`src/rtl/pmp_csr_unit_if.sv`:
```
// CSR access bus between the core's CSR file (master) and pmp_csr_unit (slave).
// Handshake: csr_wr/csr_rd are single-cycle requests, never together; csr_ack pulses exactly one cycle later and csr_rdata is valid only in that cycle.
interface pmp_csr_unit_if #(
    parameter int RV = 64
);
    logic          csr_wr;
    logic          csr_rd;
    logic [11:0]   csr_addr;
    logic [RV-1:0] csr_wdata;
    logic [RV-1:0] csr_rdata;
    logic          csr_ack;

    modport master (output csr_wr, csr_rd, csr_addr, csr_wdata, input csr_rdata, csr_ack);
    modport slave  (input csr_wr, csr_rd, csr_addr, csr_wdata, output csr_rdata, csr_ack);
endinterface

```
`src/rtl/pmp_csr_unit.sv`:
```
// PMP CSR owner: pmpcfg/pmpaddr storage with WARL/lock rules and a one-entry-per-cycle range decoder.
// Optional Smepmp mseccfg (0x747) is built when PMP_SMEPMP_EN is defined.
module pmp_csr_unit #(
    parameter int NPHYS   = 56,
    parameter int NUM_PMP = 5,
    parameter int RV      = 64
) (
    input  logic                          clk,
    input  logic                          reset,
    pmp_csr_unit_if.slave                 csr,
    output logic                          busy,
    output logic [NUM_PMP-1:0]            pmp_valid,
    output logic [NUM_PMP-1:0]            pmp_locked,
    output logic [3*NUM_PMP-1:0]          pmp_prot,
    output logic [NUM_PMP*(NPHYS-2)-1:0]  pmp_start,
    output logic [NUM_PMP*(NPHYS-2)-1:0]  pmp_aend,
    output logic                          mml,
    output logic                          mmwp,
    output logic                          dbg_state
);
    localparam int AW = NPHYS - 2;
    localparam int IW = (NUM_PMP > 1) ? $clog2(NUM_PMP) : 1;
    localparam logic [1:0] A_TOR   = 2'd1;
    localparam logic [1:0] A_NA4   = 2'd2;
    localparam logic [1:0] A_NAPOT = 2'd3;

    typedef enum logic {IDLE = 1'b0, SCAN = 1'b1} state_t;

    logic [7:0]       cfg_q  [NUM_PMP];
    logic [AW-1:0]    addr_q [NUM_PMP];
    logic [7:0]       cfg_n  [NUM_PMP];
    logic [AW-1:0]    addr_n [NUM_PMP];
    logic [NUM_PMP:0] tor_lock;
    logic             modify;
    logic             rlb;
    logic             mml_mode;
    logic [RV-1:0]    rd_val;
    logic [RV-1:0]    rdata_q;
    logic             ack_q;
    state_t           state_q, state_n;
    logic [IW-1:0]    idx_q, idx_n;
    logic             scan_en;

    logic [7:0]       cur_cfg;
    logic [AW-1:0]    cur_addr, prev_addr, napot_m, dec_start, dec_end;
    logic             dec_valid;

    logic [NUM_PMP-1:0] valid_q, locked_q;
    logic [2:0]         prot_q  [NUM_PMP];
    logic [AW-1:0]      start_q [NUM_PMP];
    logic [AW-1:0]      aend_q  [NUM_PMP];
    logic               unused_ok;

    function automatic logic [7:0] warl_cfg(input logic [7:0] w, input logic keep_wr);
        logic [7:0] b;
        b = {w[7], 2'b00, w[4:0]};
        if (b[1] && !b[0] && !keep_wr) b[1] = 1'b0;
        return b;
    endfunction

`ifdef PMP_SMEPMP_EN
    logic mml_q, mmwp_q, rlb_q, any_lock;

    always_comb begin
        any_lock = 1'b0;
        for (int e = 0; e < NUM_PMP; e++) any_lock = any_lock | cfg_q[e][7];
    end

    // MML/MMWP are sticky; RLB can only change while nothing is locked.
    always_ff @(posedge clk or posedge reset) begin
        if (reset) begin
            mml_q  <= 1'b0;
            mmwp_q <= 1'b0;
            rlb_q  <= 1'b0;
        end else if (csr.csr_wr && csr.csr_addr == 12'h747) begin
            mml_q  <= mml_q | csr.csr_wdata[0];
            mmwp_q <= mmwp_q | csr.csr_wdata[1];
            if (!any_lock) rlb_q <= csr.csr_wdata[2];
        end
    end

    assign rlb      = rlb_q;
    assign mml_mode = mml_q;
    assign mml      = mml_q;
    assign mmwp     = mmwp_q;
`else
    assign rlb      = 1'b0;
    assign mml_mode = 1'b0;
    assign mml      = 1'b0;
    assign mmwp     = 1'b0;
`endif

    // An address is also frozen when the next entry is a locked TOR using it as its base.
    always_comb begin
        tor_lock[NUM_PMP] = 1'b0;
        for (int e = 0; e < NUM_PMP; e++)
            tor_lock[e] = cfg_q[e][7] && (cfg_q[e][4:3] == A_TOR);
    end

    always_comb begin
        modify = 1'b0;
        for (int e = 0; e < NUM_PMP; e++) begin
            cfg_n[e]  = cfg_q[e];
            addr_n[e] = addr_q[e];
            if (csr.csr_wr) begin
                if (csr.csr_addr == ((e < 8) ? 12'h3A0 : 12'h3A2) && !(cfg_q[e][7] && !rlb))
                    cfg_n[e] = warl_cfg(csr.csr_wdata[8*(e%8) +: 8], mml_mode);
                if (csr.csr_addr == 12'h3B0 + 12'(e) && !((cfg_q[e][7] || tor_lock[e+1]) && !rlb))
                    addr_n[e] = csr.csr_wdata[AW-1:0];
            end
            if (cfg_n[e] != cfg_q[e] || addr_n[e] != addr_q[e]) modify = 1'b1;
        end
    end

    always_comb begin
        rd_val = '0;
        for (int e = 0; e < NUM_PMP; e++) begin
            if (csr.csr_addr == ((e < 8) ? 12'h3A0 : 12'h3A2)) rd_val[8*(e%8) +: 8] = cfg_q[e];
            if (csr.csr_addr == 12'h3B0 + 12'(e)) rd_val[AW-1:0] = addr_q[e];
        end
`ifdef PMP_SMEPMP_EN
        if (csr.csr_addr == 12'h747) rd_val[2:0] = {rlb_q, mmwp_q, mml_q};
`endif
    end

    always_ff @(posedge clk or posedge reset) begin
        if (reset) begin
            ack_q   <= 1'b0;
            rdata_q <= '0;
            for (int e = 0; e < NUM_PMP; e++) begin
                cfg_q[e]  <= '0;
                addr_q[e] <= '0;
            end
        end else begin
            ack_q   <= csr.csr_wr || csr.csr_rd;
            rdata_q <= csr.csr_rd ? rd_val : '0;
            for (int e = 0; e < NUM_PMP; e++) begin
                cfg_q[e]  <= cfg_n[e];
                addr_q[e] <= addr_n[e];
            end
        end
    end

    assign csr.csr_ack   = ack_q;
    assign csr.csr_rdata = rdata_q;

    always_ff @(posedge clk or posedge reset) begin
        if (reset) begin
            state_q <= IDLE;
            idx_q   <= '0;
        end else begin
            state_q <= state_n;
            idx_q   <= idx_n;
        end
    end

    always_comb begin
        state_n = state_q;
        idx_n   = idx_q;
        if (modify) begin
            state_n = SCAN;
            idx_n   = '0;
        end else if (state_q == SCAN) begin
            if (idx_q == IW'(NUM_PMP - 1)) begin
                state_n = IDLE;
                idx_n   = '0;
            end else begin
                idx_n = idx_q + 1'b1;
            end
        end
    end

    always_comb begin
        busy      = (state_q == SCAN);
        scan_en   = (state_q == SCAN);
        dbg_state = state_q;
    end

    always_comb begin
        cur_cfg   = '0;
        cur_addr  = '0;
        prev_addr = '0;
        for (int e = 0; e < NUM_PMP; e++) begin
            if (idx_q == IW'(e)) begin
                cur_cfg  = cfg_q[e];
                cur_addr = addr_q[e];
            end
        end
        for (int e = 1; e < NUM_PMP; e++)
            if (idx_q == IW'(e)) prev_addr = addr_q[e-1];

        // x ^ (x+1) is the trailing-ones run plus the next bit: the NAPOT size mask.
        napot_m   = cur_addr ^ (cur_addr + 1'b1);
        dec_valid = 1'b0;
        dec_start = '0;
        dec_end   = '0;
        case (cur_cfg[4:3])
            A_TOR: begin
                if (cur_addr > prev_addr) begin
                    dec_valid = 1'b1;
                    dec_start = prev_addr;
                    dec_end   = cur_addr - 1'b1;
                end
            end
            A_NA4: begin
                dec_valid = 1'b1;
                dec_start = cur_addr;
                dec_end   = cur_addr;
            end
            A_NAPOT: begin
                dec_valid = 1'b1;
                dec_start = cur_addr & ~napot_m;
                dec_end   = cur_addr | napot_m;
            end
            default: ;
        endcase
    end

    always_ff @(posedge clk or posedge reset) begin
        if (reset) begin
            valid_q  <= '0;
            locked_q <= '0;
            for (int e = 0; e < NUM_PMP; e++) begin
                prot_q[e]  <= '0;
                start_q[e] <= '0;
                aend_q[e]  <= '0;
            end
        end else if (scan_en) begin
            for (int e = 0; e < NUM_PMP; e++) begin
                if (idx_q == IW'(e)) begin
                    valid_q[e]  <= dec_valid;
                    locked_q[e] <= cur_cfg[7];
                    prot_q[e]   <= cur_cfg[2:0];
                    start_q[e]  <= dec_start;
                    aend_q[e]   <= dec_end;
                end
            end
        end
    end

    assign pmp_valid  = valid_q;
    assign pmp_locked = locked_q;

    for (genvar g = 0; g < NUM_PMP; g++) begin : g_flat
        assign pmp_prot[3*g +: 3]    = prot_q[g];
        assign pmp_start[AW*g +: AW] = start_q[g];
        assign pmp_aend[AW*g +: AW]  = aend_q[g];
    end

    assign unused_ok = ^{csr.csr_wdata, cur_cfg[6:5]};
endmodule

```
`src/flat_wrapper.sv`:
```
// flat-port wrapper written by rule: the top's interface ports become plain ports
module pmp_csr_unit_flat 
#(
    parameter int NPHYS   = 56,
    parameter int NUM_PMP = 5,
    parameter int RV      = 64
)
  (clk, reset, busy, pmp_valid, pmp_locked, pmp_prot, pmp_start, pmp_aend, mml, mmwp, dbg_state, csr_csr_wr, csr_csr_rd, csr_csr_addr, csr_csr_wdata, csr_csr_rdata, csr_csr_ack);
  pmp_csr_unit_if #(.RV(RV)) csr_i ();
  input  logic clk;
  input  logic reset;
  output logic busy;
  output logic [NUM_PMP-1:0] pmp_valid;
  output logic [NUM_PMP-1:0] pmp_locked;
  output logic [3*NUM_PMP-1:0] pmp_prot;
  output logic [NUM_PMP*(NPHYS-2)-1:0] pmp_start;
  output logic [NUM_PMP*(NPHYS-2)-1:0] pmp_aend;
  output logic mml;
  output logic mmwp;
  output logic dbg_state;
  input wire logic [$bits(csr_i.csr_wr)-1:0] csr_csr_wr;
  input wire logic [$bits(csr_i.csr_rd)-1:0] csr_csr_rd;
  input wire logic [$bits(csr_i.csr_addr)-1:0] csr_csr_addr;
  input wire logic [$bits(csr_i.csr_wdata)-1:0] csr_csr_wdata;
  output wire logic [$bits(csr_i.csr_rdata)-1:0] csr_csr_rdata;
  output wire logic [$bits(csr_i.csr_ack)-1:0] csr_csr_ack;
  assign csr_i.csr_wr = csr_csr_wr;
  assign csr_i.csr_rd = csr_csr_rd;
  assign csr_i.csr_addr = csr_csr_addr;
  assign csr_i.csr_wdata = csr_csr_wdata;
  assign csr_csr_rdata = csr_i.csr_rdata;
  assign csr_csr_ack = csr_i.csr_ack;
  pmp_csr_unit #(.NPHYS(NPHYS), .NUM_PMP(NUM_PMP), .RV(RV)) u_core (.clk(clk), .reset(reset), .csr(csr_i), .busy(busy), .pmp_valid(pmp_valid), .pmp_locked(pmp_locked), .pmp_prot(pmp_prot), .pmp_start(pmp_start), .pmp_aend(pmp_aend), .mml(mml), .mmwp(mmwp), .dbg_state(dbg_state));
endmodule
```
`config.mk`:
```
export PLATFORM = sky130hd
export DESIGN_NAME = pmp_csr_unit_flat
export DESIGN_NICKNAME = d
export VERILOG_FILES = /design/src/rtl/pmp_csr_unit_if.sv /design/src/rtl/pmp_csr_unit.sv /design/src/flat_wrapper.sv
export SDC_FILE = /design/constraint.sdc
export NUM_CORES = 2
export LEC_CHECK = 0
export CORE_MARGIN = 3
export CORE_UTILIZATION = 25
export DETAILED_ROUTE_END_ITERATION = 7
export PLACE_DENSITY = 0.47
export SYNTH_ARGS = -nofsm -noshare
export SYNTH_HDL_FRONTEND = slang
export SYNTH_SLANG_ARGS = --single-unit
```
`constraint.sdc`:
```
create_clock -name clk -period 45 [get_ports clk]
set_input_delay 9 -clock clk [delete_from_list [all_inputs] [get_ports clk]]
set_output_delay 9 -clock clk [all_outputs]
set_load 0.01 [all_outputs]
```
==> summary.md <==
| Metric | Value |
|---|---|
| Status | finished clean |
| Worst EP arrival | roughly 14 ns |
| # fillers | 19800 |
| Overall power | 3.00 mW |
| Final Util | 0.323 |
| Hold path cells | 2 |
| Levels on crit path | 8 |
| Detailed-route via count | ~46000 |
| Storage cell area | between 20000 and 25000 um2 |
| Critical-path maximum fanout | 9 |
| Setup tns final | 0 ns |
| Pins Over Slew Limit | 0 |
| Final setup fails | 0 |
| Cell count after synthesis | 5137 |
| WP data required | 45.65 ns |
| Initial antenna violation count | 24 |
| Footprint of the multi-input gates | approximately 22000 um2 |
| Main synth FF type | dfrtp_1 |
| First-pass GRT wire length | 371000 um |
| Initial core utilization | 0.252 |
| Fraction of the yosys area taken by sequential cells | 0.492 |
| CTS tree | built |
| Overall die area | about 200000 um2 |
| Total track usage | 0.266 |
| Worst Skew | 0.0870 ns |
| Critical path's largest stage delay | about 0.85 ns |
| Post-route DRC violation count | 0 |
| Largest net degree at the start of global routing | roughly 150 |
| Kind of critical path | primary input to register |
| Crit path time final | between 10 and 15 ns |
| Period utilisation layout | 0.292 |
| Io pins | 714 |
| Initial DRC count | 5919 |
| Non-Filler Instances | 8264 |
| Max Fclk | between 0.07 and 0.08 GHz |
| Async SR Flop Fraction | 1.00 |
| CP delay by family, top | simple AND/OR/NAND/NOR gates |
| Synthesis-to-finish area growth | 28.1% |
| Layout cells sized above 1 | 0.0939 |
| Post-placement cell count | 8060 |
| Syn Area/Cell | just over 9 um2 |
| Clock buffer depth | 3 |
| CTS Root Buffer Type | clkbuf_16 |
| RSZ-0062 raised after global routing | no |
| Skew-Pair Late Insertion Delay | a little over 0.8 ns |
| DP HPWL | around 200000 um |
| Leakage | 25.1 nW |
| Clk slew on worst S/H paths | around 0.060 ns |
| Die height | roughly 440 um |
| Crit. End Element | register |
| I/O Buffers | 691 |
| Buf+Inv Stages, Crit Path | 1 |
| Vias per cell | between 5 and 6 |
| Postcts setup bufs | 0 |
| Resize count post-CTS | 0 |
| Slowest cell on the critical path | nor4_1 |
| Row count | ~160 |
| Final hold vios | 0 |
| Clock Sinks | just over 900 |
| PwrDens | approximately 49 nW/um2 |
| Drt total wl | ~270000 um |
| Crit-path cells | clkdlybuf4s50_1, or4_1, nor4_1, o22ai_1, nor4_1, o21ai_0, or4_1, a21o_1 |
| Synth warnings | 0 |
| Htree depth | 3 |
| Worst hold path type | register to register |
| Area of the mapped netlist | between 40000 and 50000 um2 |
| CTS Hold Bufs | 0 |
| Vias in the first global route | 43700 |
| Total Nets Final | 5818 |
| Crit start category | primary input |
| Synth Register Bits | 934 |
| Maximum vdd drop | 34.3 uV |
| Grt ovf | 0 |
| Die W | 442 um |
| GP Congestion | about 1.1 |
| Worst Max-Slew Pin Slew | between 1 and 1.5 ns |
| Worst Reg-to-Reg Cells | 20 |
| Final ANT Viol Nets | 0 |
| Synth cell types | roughly 100 |
| Slew Limit Headroom | 0.0334 |
| EDFF count, synth | 0 |
| R2R Setup Slk | about 36 ns |
| Fin Hold WS | 0.474 ns |
| Max Cap Viol | 0 |
| DRT Pass-1 Iters | 8 |
| Wire per inst | 32.7 um |
| Core Box Area | around 190000 um2 |
| CTS buffer count | 108 |
[cell families (layout without fill, tap and decap cells)]
logic type | count (synthesis) | count (layout) | share of synthesized area
simple gates | 1543 | 1543 | 0.151
compound gates | 1725 | 1725 | 0.231
mux | 146 | 146 | 0.0341
xor+xnor | 128 | 128 | 0.0236
other cells | 1 | 17 | 0.0000789
flops | 934 | 934 | 0.492
fa+ha+maj | 63 | 63 | 0.0166
buf+inv | 597 | 1213 | 0.0521
[where the power goes]
part / switching (mW) / internal [mW] / leakage [nW] / total, mW
Combinational: 0.832 / 0.323 / 10.3 / 1.16
Clock: 0.390 / 0.553 / 1.85 / 0.942
Sequential: 0.0220 / 0.876 / 12.9 / 0.898
Total: 1.24 / 1.75 / 25.1 / 3.00
[cells in the final DEF, fill, tap and decap left out, types with 25 or more instances in the layout]
cell               n
a211oi_1          44
a21oi_1          285
a221o_1           25
a221oi_1         124
a222oi_1          32
a22o_1            27
a22oi_1          104
a31oi_1           96
and3_1            37
buf_4            139
clkbuf_16        109
clkbuf_8          25
clkdlybuf4s50_1  691
dfrtp_1          934
ha_1              59
inv_1            151
mux2_2           129
nand2_1          765
nand3_1           75
nand3b_1          48
nand4_1           54
nor2_1           247
nor3_1            93
nor4_1            71
o21ai_0          674
o22ai_1           73
o2bb2ai_1         28
xnor2_1           44
xor2_1            84
[synthesized netlist by cell type, types with 14 or more instances]
cell | instances | area, um2
a221o_1 | 25 | 250
xor2_1 | 84 | 736
nor3_1 | 94 | 470
o21ai_0 | 677 | 3390
buf_1 | 30 | 113
or4_1 | 14 | 105
xnor2_1 | 44 | 385
buf_4 | 23 | 173
a221oi_1 | 124 | 1090
a222oi_1 | 32 | 320
nand4_1 | 54 | 338
nand3b_1 | 48 | 360
o2bb2ai_1 | 28 | 245
buf_6 | 14 | 158
ha_1 | 63 | 788
o22ai_1 | 73 | 457
a21oi_1 | 287 | 1440
nor2b_1 | 25 | 156
o211ai_1 | 16 | 120
a22oi_1 | 104 | 781
clkinv_1 | 21 | 78.8
o31a_1 | 14 | 123
clkbuf_1 | 312 | 1170
a21o_1 | 15 | 113
and3_1 | 40 | 250
mux2_2 | 129 | 1450
nor4_1 | 72 | 450
a211oi_1 | 44 | 330
dfrtp_1 | 934 | 23400
buf_2 | 36 | 180
and2_1 | 21 | 131
a22o_1 | 27 | 236
a31oi_1 | 97 | 607
inv_1 | 152 | 571
o31ai_1 | 19 | 143
nand3_1 | 76 | 380
mux2i_1 | 17 | 170
o21a_1 | 16 | 120
nand2_1 | 770 | 2890
nor2_1 | 249 | 935
[final cells by class]
type / instances / share of cell area
sequential: 934 / 0.384
multi-input combinational: 3617 / 0.360
timing repair buffer: 832 / 0.131
clock buffer: 156 / 0.0518
tap: 2495 / 0.0513
inverter: 182 / 0.0113
clock inverter: 43 / 0.0103
antenna: 5 / 0.000206
[worst register-to-register path, stage by stage, from the launching register on]
cell       delay, ns
dfrtp_1         0.41
inv_1           0.16
ha_2            0.19
buf_4           0.41
and2_4          0.51
buf_4           0.58
buf_4           0.88
o21ai_0         0.48
nor2_1          0.53
inv_1           0.13
ha_1            0.33
a2111oi_0       0.37
o21ai_0         0.14
o2111ai_1       0.13
a211oi_1        0.12
nor4_1          0.86
a21o_2          0.45
buf_4           0.54
nor3_1          0.17
a31oi_1         0.97
o21ai_0         0.18
[metal layers]
metal,wire [um],share of wire,global-route usage
met5,236,0.00087,0.00586
met4,14900,0.055,0.127
met3,25200,0.093,0.0681
met2,117000,0.43,0.404
met1,113000,0.42,0.353
[registers in the layout, summed over array words and instances, names as in the netlist]
register              cells
u_core.addr_q           270
u_core.pmp_aend         270
u_core.pmp_start        270
u_core.csr.csr_rdata     54
u_core.cfg_q             40
u_core.pmp_prot          15
u_core.pmp_locked         5
u_core.pmp_valid          5
u_core.idx_q              3
u_core.busy               1
u_core.csr.csr_ack        1
[stage by stage]
| stage | setup WS [ns] | area [um2] |
|---|---|---|
| 2_1_floorplan | 9.74 | 47600 |
| 3_3_place_gp | 31.37 | 57100 |
| 3_5_place_dp | 31.45 | 57100 |
| 4_1_cts | 32.27 | 60900 |
| 5_1_grt | 31.79 | 60900 |
| 6_report | 31.86 | 60900 |
[worst paths after layout]
path,start,to
setup reg to reg,u_core.idx_q[0],u_core.pmp_start[186]
hold reg to reg,u_core.pmp_aend[55],u_core.pmp_aend[55]
setup / recovery,csr_csr_wdata[23],u_core.busy
min in group asynchronous,reset,u_core.pmp_start[20]
hold / removal,u_core.pmp_aend[55],u_core.pmp_aend[55]
max in group asynchronous,reset,u_core.csr.csr_rdata[41]
Power figures use the tool's default switching activity.
